[config.mk]
export PLATFORM = sky130hd
export DESIGN_NAME = acia_tx
export DESIGN_NICKNAME = d
export VERILOG_FILES = /design/src/rtl/acia_tx.sv
export SDC_FILE = /design/constraint.sdc
export NUM_CORES = 1
export LEC_CHECK = 0
export BUFFER_PORTS_ARGS = -buffer_cell sky130_fd_sc_hd__buf_2
export CORE_MARGIN = 2
export CORE_UTILIZATION = 30
export CTS_BUF_LIST = sky130_fd_sc_hd__clkbuf_8 sky130_fd_sc_hd__clkbuf_16
export DETAILED_ROUTE_END_ITERATION = 8
export GPL_ROUTABILITY_DRIVEN = 0
export GPL_TIMING_DRIVEN = 0
export PLACE_DENSITY = 0.5
export SKIP_CTS_REPAIR_TIMING = 1
export SLEW_MARGIN = 40
export SYNTH_ARGS = -nofsm -noshare
export SYNTH_HDL_FRONTEND = slang
export SYNTH_SLANG_ARGS = --single-unit
[constraint.sdc]
create_clock -name clk -period 2.6 [get_ports clk]
set_clock_uncertainty 0.1 [all_clocks]
set_input_delay 0 -clock clk [delete_from_list [all_inputs] [get_ports clk]]
set_output_delay 0 -clock clk [all_outputs]
set_load 0.05 [all_outputs]
[src/rtl/acia_tx.sv]
// 8N1 serial transmitter (LSB first, idle high) with a small write FIFO.
// Frames are sent back-to-back while the FIFO has data; all bit timing advances on pclk.
module acia_tx #(
   parameter int SCW     = 9,
   parameter int sym_cnt = 417,
   parameter int FAW     = 2
) (
   input  logic       clk,
   input  logic       reset,
   input  logic       pclk,
   input  logic [7:0] tx_dat,
   input  logic       tx_start,
   output logic       tx_serial,
   output logic       tx_busy,
   output logic       tx_empty,
   output logic       tx_full,
   output logic       tx_ovr
);

   localparam int DEPTH = 2 ** FAW;
   localparam logic [FAW:0]   FULL_OCC = (FAW + 1)'(DEPTH);
   localparam logic [SCW-1:0] RLOAD    = SCW'(sym_cnt - 1);

   typedef enum logic [1:0] {IDLE, START, DATA, STOP} state_t;

   logic [7:0]     mem [DEPTH];
   logic [FAW-1:0] wr_ptr, rd_ptr;
   logic [FAW:0]   occ, occ_nxt;
   logic           wr_en, pop;

   state_t         state, state_nxt;
   logic [SCW-1:0] rcnt, rcnt_nxt;
   logic [2:0]     bcnt, bcnt_nxt;
   logic [7:0]     shreg, shreg_nxt;
   logic           serial_nxt, busy_nxt;

   // A write is judged against the registered full flag, so a same-cycle pop cannot rescue it
   always_comb begin
      wr_en   = tx_start & ~tx_full;
      occ_nxt = occ;
      case ({wr_en, pop})
         2'b10:   occ_nxt = occ + 1'b1;
         2'b01:   occ_nxt = occ - 1'b1;
         default: occ_nxt = occ;
      endcase
   end

   always_ff @(posedge clk) begin
      if (wr_en) mem[wr_ptr] <= tx_dat;
   end

   always_ff @(posedge clk or posedge reset) begin
      if (reset) begin
         wr_ptr   <= '0;
         rd_ptr   <= '0;
         occ      <= '0;
         tx_empty <= 1'b1;
         tx_full  <= 1'b0;
         tx_ovr   <= 1'b0;
      end else begin
         if (wr_en) wr_ptr <= wr_ptr + 1'b1;
         if (pop)   rd_ptr <= rd_ptr + 1'b1;
         occ      <= occ_nxt;
         tx_empty <= (occ_nxt == '0);
         tx_full  <= (occ_nxt == FULL_OCC);
         if (tx_start & tx_full) tx_ovr <= 1'b1;
      end
   end

   always_ff @(posedge clk or posedge reset) begin
      if (reset) begin
         state     <= IDLE;
         rcnt      <= '0;
         bcnt      <= '0;
         shreg     <= '0;
         tx_serial <= 1'b1;
         tx_busy   <= 1'b0;
      end else begin
         state     <= state_nxt;
         rcnt      <= rcnt_nxt;
         bcnt      <= bcnt_nxt;
         shreg     <= shreg_nxt;
         tx_serial <= serial_nxt;
         tx_busy   <= busy_nxt;
      end
   end

   always_comb begin
      state_nxt  = state;
      rcnt_nxt   = rcnt;
      bcnt_nxt   = bcnt;
      shreg_nxt  = shreg;
      serial_nxt = tx_serial;
      busy_nxt   = tx_busy;
      pop        = 1'b0;
      if (pclk) begin
         case (state)
            IDLE: begin
               if (!tx_empty) begin
                  pop        = 1'b1;
                  shreg_nxt  = mem[rd_ptr];
                  serial_nxt = 1'b0;
                  busy_nxt   = 1'b1;
                  rcnt_nxt   = RLOAD;
                  state_nxt  = START;
               end
            end
            default: begin
               if (rcnt != '0) begin
                  rcnt_nxt = rcnt - 1'b1;
               end else begin
                  rcnt_nxt = RLOAD;
                  case (state)
                     START: begin
                        serial_nxt = shreg[0];
                        bcnt_nxt   = 3'd7;
                        state_nxt  = DATA;
                     end
                     DATA: begin
                        if (bcnt == '0) begin
                           serial_nxt = 1'b1;
                           state_nxt  = STOP;
                        end else begin
                           shreg_nxt  = {1'b0, shreg[7:1]};
                           serial_nxt = shreg[1];
                           bcnt_nxt   = bcnt - 1'b1;
                        end
                     end
                     STOP: begin
                        if (!tx_empty) begin
                           pop        = 1'b1;
                           shreg_nxt  = mem[rd_ptr];
                           serial_nxt = 1'b0;
                           state_nxt  = START;
                        end else begin
                           busy_nxt  = 1'b0;
                           state_nxt = IDLE;
                        end
                     end
                     default: ;
                  endcase
               end
            end
         endcase
      end
   end

endmodule

==> impl_metrics.env <==
export IMPL_multi_input_area_um2=1250
export IMPL_clk_path_buf_depth=2
export IMPL_maxSlewViolCount=0
export IMPL_antenna_found_initial=0
export IMPL_syn_to_final_growth_pct=24.7
export IMPL_crit_required_ps=2790
export IMPL_fillers=940
export IMPL_die_area_um2=11000
export IMPL_clock_latency_ps=350
export IMPL_postSynth_asyncResetShare=0.515
export IMPL_synth_yosys_warnings=0
export IMPL_relSlewSlack=0.523
export IMPL_firstDrtPassIters=4
export IMPL_fin_crit_ps=2740
export IMPL_end_kind="flip-flop"
export IMPL_path_cells="inv_2, ha_4, nor4b_4, a31oi_4, nor3_4, ha_2, fa_2, mux2_4, or2_4, nor2b_2"
export IMPL_power_density_nw_per_um2=1140
export IMPL_cp_max_fo=3
export IMPL_wl_per_cell_um=14.3
export IMPL_nNetsFinal=302
export IMPL_worstSetupStartpointType="flip-flop"
export IMPL_ys_types=49
export IMPL_status="complete, but fails checks"
export IMPL_grt_pass1_vias=1896
export IMPL_synth_enable_flop_cells=32
export IMPL_start_util=0.311
export IMPL_peakVddDrop_uv=439
export IMPL_netlist_area_um2=3060
export IMPL_leakage_nw=1.44
export IMPL_via_per_inst=4.61
export IMPL_ios=17
export IMPL_critPathArrivalTime_ps=2930
export IMPL_place_ws_ps=-302
export IMPL_synth_area_leaders="edfxtp_1, dfrtp_1, mux4_2, ha_1, a2bb2oi_1"
export IMPL_critPathMaxStageDelay_ps=440
export IMPL_grt_usage=0.114
export IMPL_drive_gt1_frac=0.285
export IMPL_path_buf_inv=1
export IMPL_core_um2=9860
export IMPL_final_core_util=0.387
export IMPL_whs_ps=-11.8
export IMPL_htree_levels=3
export IMPL_ys_seq_area_frac=0.592
export IMPL_drv_cap=0
export IMPL_floorplan_rows=36
export IMPL_syn_inst=228
export IMPL_grt_overflow_total=0
export IMPL_grt_pass1_wl_mm=9.78
export IMPL_grt_max_degree=23
export IMPL_syn_nets=254
export IMPL_numCtsBuffers=9
export IMPL_final_hold_violation_count=1
export IMPL_synth_top_area_cell="edfxtp_1"
export IMPL_die_width_um=105
export IMPL_finalCritPeriodShare=1.06
export IMPL_hp_class="input pin to flip-flop"
export IMPL_n_antenna_cell=0
export IMPL_path_clk_slew_ps=80
export IMPL_cts_sinks=66
export IMPL_hpwl_mm=3.94
export IMPL_cts_tree="built"
export IMPL_synth_top_area_share=0.314
export IMPL_fmax_ghz=0.365
export IMPL_synthTopCellsByCount="dfrtp_1, edfxtp_1, ha_1, inv_1, nand2_1"
export IMPL_root_buffer="clkbuf_8"
export IMPL_register_area_um2=1810
export IMPL_fin_ws_ps=-143
export IMPL_rsz0062_at_grt="true"
export IMPL_wl_mm=5.93
export IMPL_antenna_left=0
export IMPL_worstMarginPinSlew_ps=713
export IMPL_route_vias_total=1907
export IMPL_ys_ff_latch=66
export IMPL_drc=0
export IMPL_crit_type="flip-flop to flip-flop"
export IMPL_worst_path_max_delay_cell="fa_2"
export IMPL_setup_violations=2
export IMPL_drtIter0Drc=65
export IMPL_failed_checks="hold timing, setup timing"
export IMPL_synth_avg_cell_area_um2=13.4
export IMPL_port_buffers=16
export IMPL_crit_family="simple AND/OR/NAND/NOR gates"
export IMPL_fp_dieH_um=105
export IMPL_synth_ff_type="edfxtp_1"
-- kinds of logic (layout without fill, tap and decap cells) --
group / Yosys count / after routing / synth area share
flip-flops: 66 / 66 / 0.592
AND/OR/NAND/NOR: 65 / 65 / 0.127
AO/OA/AOI/OAI: 42 / 42 / 0.0976
multiplexers: 9 / 9 / 0.0625
adder cells (fa/ha/maj): 14 / 14 / 0.0596
XOR/XNOR: 13 / 13 / 0.0372
buffers and inverters: 19 / 72 / 0.0241
-- path summary, 6_finish.rpt --
check                           slack, ps  depth (start not counted)  startpoint        to
worst min register to register        380                          1      tx_ovr    tx_ovr
worst max-delay path                 -140                         10     rcnt[1]   tx_full
worst max register to register       -140                         10     rcnt[1]   tx_full
max in group asynchronous            1820                          4       reset  shreg[2]
worst min-delay path                  -10                          4        pclk  shreg[7]
min in group asynchronous             120                          3       reset    occ[2]
-- flip-flops by register name, indices dropped and copies added, names as in the netlist, 2 cells and up --
register,cells
bcnt,3
shreg,8
wr_ptr,2
rcnt,9
occ,3
rd_ptr,2
state,2
mem,32
-- worst reg2reg max path: stages, from the launching register on --
cell	delay, ps
dfrtp_1	390
inv_2	90
ha_4	130
nor4b_4	270
a31oi_4	150
nor3_4	240
ha_2	240
fa_2	440
mux2_4	280
or2_4	240
nor2b_2	110
-- metal layers --
layer	vias up	routed length (um)	global-route usage
li1	940	-	-
met1	939	2980	0.154
met2	20	2740	0.169
met3	8	109	0.0231
met4	0	110	0.0657
met5	-	0	0
-- placed cells by master, fill, tap and decap left out, types with 7 or more instances in the layout --
master and n:
a2bb2oi_1 7, buf_2 17, buf_4 9, clkbuf_8 9, dfrtp_1 32, dlygate4sd3_1 11, edfxtp_1 32, ha_1 10
inv_1 9, mux4_2 8, nand2_1 13, nor2_1 11, o21ai_0 7, o22ai_1 8, xor2_1 7
-- report_power, final --
| part | internal, W | total, W | switching [W] | leakage (nW) |
|---|---|---|---|---|
| clock | 0.000561 | 0.00101 | 0.000452 | 0.118 |
| combinational | 0.000796 | 0.00171 | 0.000915 | 0.642 |
| sequential | 0.00143 | 0.00164 | 0.000215 | 0.683 |
| total | 0.00278 | 0.00437 | 0.00158 | 1.44 |
-- area by class of cell --
type,instances,share of cell area
Buffer,6,0.00819
Sequential cell,66,0.475
Clock inverter,7,0.0285
Timing Repair Buffer,37,0.0714
Tap cell,133,0.0436
Multi-Input combinational cell,143,0.328
Clock buffer,9,0.0324
Inverter,13,0.0128
-- stage by stage --
step                hold WS (ps)  total power [W]  cell area, um^2  setup TNS [ps]  instances
floorplan                  -1.13          0.00280             3090               0        228
global placement             115          0.00315             3330            -622        377
detailed placement         -38.2          0.00317             3350            -578        378
CTS                         -428          0.00420             3580            -626        394
global route                1.06          0.00467             3820            -559        414
finish                     -11.8          0.00437             3820            -262        414
Note: power is estimated with default switching activity, not from simulation.
